**config.mk**
```make
export PLATFORM = sky130hd
export DESIGN_NAME = pc_sequencer
export DESIGN_NICKNAME = d
export VERILOG_FILES = /design/src/rtl/pc_sequencer.sv
export SDC_FILE = /design/constraint.sdc
export NUM_CORES = 1
export LEC_CHECK = 0
export BUFFER_PORTS_ARGS = -buffer_cell sky130_fd_sc_hd__buf_2
export CAP_MARGIN = 20
export CORE_MARGIN = 5
export CORE_UTILIZATION = 53
export DETAILED_ROUTE_END_ITERATION = 8
export PLACE_DENSITY_LB_ADDON = 0.15
export SLEW_MARGIN = 15
export SYNTH_ARGS = -nofsm -noshare
export SYNTH_HDL_FRONTEND = slang
export SYNTH_SLANG_ARGS = --single-unit
```
**constraint.sdc**
```tcl
create_clock -name clk -period 4.6 [get_ports clk]
set_input_delay 0.23 -clock clk [delete_from_list [all_inputs] [get_ports clk]]
set_output_delay 0.23 -clock clk [all_outputs]
set_load 0.05 [all_outputs]
```
**src/rtl/pc_sequencer.sv**
```systemverilog
`default_nettype none
// ============================================================================
// Module   : pc_sequencer
// Brief    : Fetch PC owner for the pipelined MIPS core. Picks the next PC
//            from PC+4, branch/jump targets, exception vector and EPC, and
//            buffers a redirect that arrives while the front end is stalled.
//            Optional macro PC_ADEL_CHECK_EN adds the fetch_adel output.
// Revision : 1.0 - initial release
// ============================================================================
module pc_sequencer #(
    parameter logic [31:0] RESET_PC   = 32'h0000_3000,
    parameter logic [31:0] EXC_VECTOR = 32'h0000_4180,
    parameter logic [31:0] TEXT_LO    = 32'h0000_3000,
    parameter logic [31:0] TEXT_HI    = 32'h0000_6FFC
) (
    input  logic        clk,
    input  logic        reset,
    input  logic        stall,
    input  logic        br_taken,
    input  logic [31:0] br_target,
    input  logic        jr_en,
    input  logic [31:0] jr_target,
    input  logic        exc_req,
    input  logic        eret_req,
    input  logic [31:0] epc,
    output logic [31:0] pc,
    output logic [31:0] pc4,
    output logic        redirect_pending
`ifdef PC_ADEL_CHECK_EN
    ,
    output logic        fetch_adel
`endif
);

    localparam logic c_RUN  = 1'b0;
    localparam logic c_PEND = 1'b1;

    logic        r_state;
    logic [31:0] r_pc;
    logic [31:0] r_pend_target;
    logic        w_redirect;
    logic [31:0] w_redirect_target;

    // br_target wins when both redirects are (illegally) raised together.
    assign w_redirect        = br_taken | jr_en;
    assign w_redirect_target = br_taken ? br_target : jr_target;

    always_ff @(posedge clk) begin
        if (reset) begin
            r_pc          <= RESET_PC;
            r_pend_target <= 32'h0;
            r_state       <= c_RUN;
        end else if (exc_req) begin
            r_pc    <= EXC_VECTOR;
            r_state <= c_RUN;
        end else if (eret_req) begin
            r_pc    <= epc;
            r_state <= c_RUN;
        end else if (stall) begin
            if (w_redirect) begin
                r_pend_target <= w_redirect_target;
                r_state       <= c_PEND;
            end
        end else if (r_state == c_PEND) begin
            // A fresh redirect on the release edge supersedes the buffered one.
            r_pc    <= w_redirect ? w_redirect_target : r_pend_target;
            r_state <= c_RUN;
        end else if (w_redirect) begin
            r_pc <= w_redirect_target;
        end else begin
            r_pc <= r_pc + 32'd4;
        end
    end

    assign pc               = r_pc;
    assign pc4              = r_pc + 32'd4;
    assign redirect_pending = (r_state == c_PEND);

`ifdef PC_ADEL_CHECK_EN
    assign fetch_adel = (r_pc[1:0] != 2'b00) || (r_pc < TEXT_LO) || (r_pc > TEXT_HI);
`else
    // Text bounds only matter for the address-error check.
    logic w_unused_text_bounds;
    assign w_unused_text_bounds = ^{TEXT_LO, TEXT_HI};
`endif

endmodule
`default_nettype wire

```
==> results.txt, run 1 <==
The worst register-to-register path ends at pc[29]. In the finished design, the share of the clock period the worst path needs comes to 0.6717. The number of antenna diodes came out at 0.

The average instance area after synthesis came out at 7.954 um2. The count of unique library cells instantiated by Yosys is 66. The leading area contributor after synthesis is sky130_fd_sc_hd__dfxtp_1. The data required time of the critical path is 4.37 ns.

The sum of routed wire length over all layers is around 15,000 um. The number of instances on the worst hold path came out at 3. The HPWL after detailed placement is 10,960 um. Setup violations remaining at the end of the flow were counted as 0.

The non-filler instance count after layout is approximately 800. In the final design database the tool counted 777 nets. The kind of path behind the tightest hold check is in2reg. Across the routed clock network, the largest skew measured is 0.007694 ns. The number of hold violations in the final report came out at 0. Clock-pin slew was measured on the worst setup and hold paths at roughly 0.08 ns.

The total power after layout is 0.001513 W. The post-route worst setup slack came out at 1.510 ns. The first-pass GRT wire length is ~23,000 um. The clock net sink count is between 60 and 70. The synthesized net count came out at 644. The power density of the placed cells is 284.6 nW/um2.

STA classifies the critical path endpoint as an output port. The leakage dissipation is 2.335 nW. The first-iteration detailed-routing DRC count is 424. In the global route stage, overall resource usage came out at 0.2896. The run finished with clean final reports. In this run the critical register-to-register path is launched from pc[17]. The final weighted congestion in routability-driven placement is around 0.95.

The largest driver fanout on the critical path came out at 9. The longest clock path from root to sink contains 2 buffers. The maximum number of pins on one net before global-route repair is between 40 and 50.

The post-route core utilization came out at 0.6811. The pre-antenna-repair detailed-routing pass consisted of 5 iterations. The top-area cell type share of the netlist area came out at 0.3029. The floorplan step defined a die boundary enclosing 10,010 um2.

STA classifies the critical path startpoint as a flop. The cell area after synthesis came out at 4295 um2. The path depth of the worst reg2reg path is 5. The TritonCTS clock tree is yes. For this run, design rule violations remaining after detail routing come to 0. The async set-or-reset flop fraction in the synthesized netlist is 0. The remaining antenna violation count came out at 0. The I/O pin count is 168. The startpoint identified for the worst hold timing path is epc[3]. The number of hold buffers added after CTS was 0.

The via count of the first global-routing pass was 4,461. The residual overflow from global routing is 0. The number of setup buffers added after CTS is 0.

The final critical delay including setup and external delays came out at about 3.1 ns. Setup repair after global routing left no endpoint under its margin. The initial antenna violation count is 0. Based on the critical path, the design can be clocked at up to 0.3237 GHz.

The share of the yosys chip area belonging to registers is 0.3029. For the worst setup path, the data arrival time is 2.86 ns. Setup total negative slack on the finished layout was measured at 0 ns. The flip-flop and latch count after synthesis came out at 65. The number of instances in the synthesized netlist is 540. The y dimension of the die came out at 100.0 um. The cell chosen for the clock root is sky130_fd_sc_hd__clkbuf_8. The area of the placeable core came out at 7807 um2. The area growth from synthesis to layout is 23.80%. The end of the worst hold path is pc[3].

The effective utilization at floorplan came out at 0.5502. The total number of placement rows came out at 32. The number of inserted filler cells in the final layout came out at around 680.

Yosys attributes the largest share of cell area to sky130_fd_sc_hd__dfxtp_1 (30%), sky130_fd_sc_hd__a22o_1 (5.3%), sky130_fd_sc_hd__nor2_1 (4.9%). Dividing the detail-routed via count by the number of cells gives about 6.3. The worst-case vdd ir drop is approximately 180 uV.

The count of pins over their slew limit was 0. In this run, post-CTS repair resized a total of 0 instances. The H-tree was split into 3 levels. The pre-CTS worst setup slack is 1.933 ns. Counting the buffers created by CTS gives 9. The later-pin clock latency in the skew report is approximately 0.34 ns. The width of the chip came out at 100.0 um.

The tool flagged a number of max-cap violations equal to 0. The post-placement cell count is 764. The fraction of layout cells with a size suffix above 1 is 0.3112. The Yosys step of the flow raised 0 warnings. The setup slack on the worst flop-to-flop path came out at ~2.1 ns.

The slew at the pin closest to its max-slew limit came out at 0.9715 ns. By startpoint and endpoint, the worst setup path is classified as reg2out. In the final routed layout, each cell accounts on average for 19.08 um. The via count of the routed design is 4,900.

The number of flops mapped to enable cells by yosys came out at 0. The count of port buffers added during placement is 167. The max-slew headroom at the worst pin is 0.3494. For this run, the leading register cell type out of synthesis is sky130_fd_sc_hd__dfxtp_1.
worst max path at each step:
stage | end | from | slack, ns | cells past startpoint
after floorplan | pc4[23] | pc[7] | 1.48 | 4
after global placement | pc4[30] | pc[17] | 1.96 | 5
after detailed placement | r_pend_target[31] | eret_req | 1.93 | 8
after CTS | pc4[29] | pc[17] | 1.56 | 5
after global routing | pc4[30] | pc[17] | 1.36 | 5
final | pc4[29] | pc[17] | 1.51 | 5
placed cells by master (no fill, tap or decap), types with 12 or more instances in the layout:
cell type	count
sky130_fd_sc_hd__dfxtp_1	65
sky130_fd_sc_hd__nor2_1	55
sky130_fd_sc_hd__a22o_1	26
sky130_fd_sc_hd__buf_2	167
sky130_fd_sc_hd__nand2_1	31
sky130_fd_sc_hd__xnor2_1	21
sky130_fd_sc_hd__a21oi_1	33
sky130_fd_sc_hd__clkbuf_8	12
sky130_fd_sc_hd__nor3_1	15
sky130_fd_sc_hd__o21ai_0	19
sky130_fd_sc_hd__inv_1	13
sky130_fd_sc_hd__a22oi_1	27
sky130_fd_sc_hd__nand3_1	15
layout make-up:
type / instances / area [um2] / share of cell area
clock buffer: 14 / 172.7 / 0.03247
timing repair buffer: 174 / 888.4 / 0.1671
inverter: 14 / 52.55 / 0.009882
tap: 102 / 127.6 / 0.02400
multi-input combinational: 409 / 2740 / 0.5153
clock inverter: 2 / 35.03 / 0.006588
sequential: 65 / 1301 / 0.2447
cells in the mapped netlist (all sizes together) (8+ instances only):
cell type / number
a22o: 26
inv: 13
xnor2: 21
nand4: 11
o21ai: 20
a21oi: 34
buf: 12
dfxtp: 65
nor4: 8
nand2: 31
o22ai: 8
nor2: 56
nand3: 15
a211oi: 11
a22oi: 27
nor3: 16
a21o: 11
clkbuf: 40
metal layers:
layer / GRT usage / vias to the layer above / wire length, um
met5: 0 / - / 0
met4: 0.07772 / 0 / 284
met3: 0.06602 / 27 / 1605
met2: 0.4238 / 281 / 6550
met1: 0.4270 / 2275 / 6439
li1: - / 2317 / -
cell families (layout without fill, tap and decap cells):
kind of cell,count (synthesis),count (layout),share of synthesized area
AO/OA/AOI/OAI,206,206,0.3545
AND/OR/NAND/NOR,169,169,0.2091
buffers and inverters,66,204,0.06175
flip-flops,65,65,0.3029
XOR/XNOR,28,28,0.05709
multiplexers,5,5,0.01165
adder cells (fa/ha/maj),1,1,0.002912
flip-flops by register name, summed over array words and instances, names as in the netlist, named ones only:
name,flops
pc,30
redirect_pending,1
r_pend_target,32
power breakdown:
part	total, W	internal, W	switching, W
sequential	0.000619	0.000586	0.0000336
combinational	0.000373	0.000126	0.000246
clock	0.000521	0.000295	0.000227
per-stage QoR:
stage,hold WS [ns],area (um2)
after detailed placement,0.4820,5110
final,0.1279,5318
after floorplan,0.3704,4295
after CTS,0.1251,5318
after global placement,0.4791,5110
after global routing,0.1126,5318
worst max-delay path, stage by stage (launching register included):
cell and delay [ns]:
sky130_fd_sc_hd__dfxtp_1 0.48, sky130_fd_sc_hd__nand4_1 0.39, sky130_fd_sc_hd__nor4_1 0.88, sky130_fd_sc_hd__and3_1 0.33, sky130_fd_sc_hd__xor2_1 0.15, sky130_fd_sc_hd__buf_2 0.28
Note: power is estimated with default switching activity, not from simulation.
==> inputs of run 2 (changes only) <==
CORE_UTILIZATION = 50   (was 53)
clock period = 3.2 ns   (was 4.6 ns; I/O delays follow)
==> results.txt, run 2 (synthesis gave the netlist of run 1 again) <==
The flow ran to the end, and the final reports show no timing, DRC or antenna violations. The residual overflow from global routing is 0. The share of power burned in registers is 0.423. The post-cts repair resize count came out at 0. The worst-case vdd ir drop came out at 285.5 uV.

The I/O pin count is 168. Setup repair after global routing left no endpoint under its margin. The total number of placement rows is 33. The final weighted congestion in routability-driven placement came out at 0.9471. The cell-internal power is 0.001382 W. The initial antenna violation count is 0. The first-iteration detailed-routing DRC count is ~390. The global-route usage over all layers is 0.2776.

The cell type of the slowest stage on the worst timing path is sky130_fd_sc_hd__nor4_1. The clock tree synthesis step divided the H-tree into 3 levels. The data required time of the critical path came out at 3.04 ns. The total of max-cap violations came out at 0. For this run, the share of the core covered by cells in the final layout is 0.6438. The count of final setup violators is 0. The delay of the slowest cell on the worst path is approximately 0.86 ns. The final hold slack is 0.05382 ns. The arrival time at the worst endpoint came out at about 2.8 ns. The width of the chip is 102.7 um. The aggregate negative setup slack is 0 ns. The clock passes through at most 2 buffers.

Once the clock tree was built, the setup fixing pass inserted 0 buffers. Compared with the post-synthesis result, the final layout area differs by 24.38%. The sort of element at the end of the critical path is an output port.

The clock skew after layout is between 0.01 and 0.015 ns. The first detailed-routing pass took 6 iterations. Hold repair after CTS inserted 0 buffers. Of the cells placed in the final design, the portion with a size suffix greater than 1 is 0.3173.

The share of power burned in combinational logic came out at 0.259. TritonCTS built the clock tree. Of the total power, the share spent switching nets is 0.3429. The total DRC errors in the routed layout came out at 0. The HPWL after detailed placement came out at 11,110 um.

The setup path with the least slack is of type reg2out. 0 antenna diodes ended up in the layout. For this design, the sink count on the clock tree is 65. The max-slew headroom at the worst pin came out at 0.4129. Along the worst path, the maximum fanout reaches 8.

Dividing the detail-routed wire length by the instance count gives 18.77 um. The count of port buffers added during placement came out at 167. The remaining antenna violation count came out at 0. From bottom edge to top edge, the die measures 102.7 um. The maximum clock frequency came out at roughly 0.34 GHz.

r_pend_target holds more flip-flops than any other register. The clock slew seen by the registers of the worst setup and hold paths is 0.08 ns. The slew at the pin closest to its max-slew limit came out at 0.8726 ns. Of the total power, the clock network draws 0.319. The via count of the routed design is 4,875. The routed via count divided by cell count is 6.179. The buffers plus inverters on the worst setup path is 1. The cell chosen for the clock root is sky130_fd_sc_hd__clkbuf_8. The number of nets in the layout is 784. The top cell family by delay on the critical path is simple AND/OR/NAND/NOR gates. The startpoint type of the worst setup path is a flop. The area of the placeable core came out at 8299 um2.

The kind of path behind the tightest hold check is in2reg. The die covers 10,540 um2. The first global-routing pass estimated about 23,000 um of wire. The power density of the placed cells is between 300 and 400 nW/um2. The later-pin clock latency in the skew report came out at ~0.34 ns. Wires add up to between 10,000 and 15,000 um.

In this run, CTS created clock tree buffers numbering 9. The maximum number of pins on one net before global-route repair came out at 40. Leaving out fill and tap cells, the most frequent cell in the layout is sky130_fd_sc_hd__buf_2. The register with the most flip-flops in the layout has 32 of them. The leakage dissipation came out at 2.355 nW. In the layout the commonest cells are sky130_fd_sc_hd__buf_2 (167), sky130_fd_sc_hd__dfxtp_1 (65), sky130_fd_sc_hd__nor2_1 (55), sky130_fd_sc_hd__a21oi_1 (33), sky130_fd_sc_hd__nand2_1 (31). The count of pins over their slew limit was 0.

The net switching power of the design came out at 0.0007212 W. The effective utilization at floorplan is 0.5176. The via count of the first global-routing pass came to 4,595.

The final critical delay including setup and external delays came out at 2.978 ns. The signal on the critical path passes through nand4_1 -> nor4_1 -> and3_1 -> xor2_1 -> buf_2. The number of hold violations in the final report is 0. Dividing the final minimum period by the clock period gives 0.9307.
run 2: changes by cell type in the layout (fill, tap and decap cells not counted):
| cell | previous run | this run |
|---|---|---|
| sky130_fd_sc_hd__clkinv_2 | 1 | 3 |
| sky130_fd_sc_hd__buf_4 | 7 | 14 |
| sky130_fd_sc_hd__clkbuf_8 | 12 | 9 |
run 2: power by group through the flow:
| stage | Sequential (W) | Clock (W) | Combinational (W) |
|---|---|---|---|
| after global routing | 0.000893 | 0.000712 | 0.000581 |
| after floorplan | 0.000959 | 0 | 0.000307 |
| after CTS | 0.000887 | 0.000674 | 0.000539 |
| after detailed placement | 0.000905 | 0 | 0.000537 |
| final | 0.000889 | 0.000671 | 0.000544 |
| after global placement | 0.000902 | 0 | 0.000533 |
run 2: stage by stage:
stage / std cells / instance area (um2) / setup WS (ns) / total power (W)
finish: 789 / 5343 / 0.2217 / 0.002103
global route: 789 / 5343 / 0.007578 / 0.002187
CTS: 789 / 5343 / 0.2425 / 0.002100
detailed placement: 774 / 5166 / 0.6293 / 0.001442
global placement: 774 / 5166 / 0.7213 / 0.001435
floorplan: 540 / 4295 / 0.1506 / 0.001265
run 2: area by class of cell:
class / count / area [um2]
fillers: 746 / 2957
clock buffers: 11 / 131.4
multi-input cells: 409 / 2740
flip-flops and latches: 65 / 1301
clock inverters: 4 / 45.04
repair buffers: 181 / 940.9
well taps: 105 / 131.4
inverters: 14 / 52.55
run 2: worst reg2reg max path, delay by kind of cell, from the launching register on:
kind	cells	cell delay, ns
flops	1	0.47
simple gates	3	1.48
mux	1	0.25
compound gates	1	0.10
run 2: metal layers:
layer,track usage,up-vias,wire length [um]
li1,-,2334,-
met1,0.3964,2243,6375
met2,0.4305,281,6640
met3,0.04804,17,1623
met4,0.07770,0,170
met5,0,-,0
run 2: path summary, 6_finish.rpt:
kind / to / cells after the start / slack (ns) / startpoint
worst max-delay path: pc4[29] / 5 / 0.22 / pc[20]
worst min-delay path: pc[3] / 3 / 0.05 / epc[3]
worst min register to register: r_pend_target[13] / 2 / 0.50 / r_pend_target[13]
worst max register to register: pc[30] / 5 / 0.77 / pc[20]
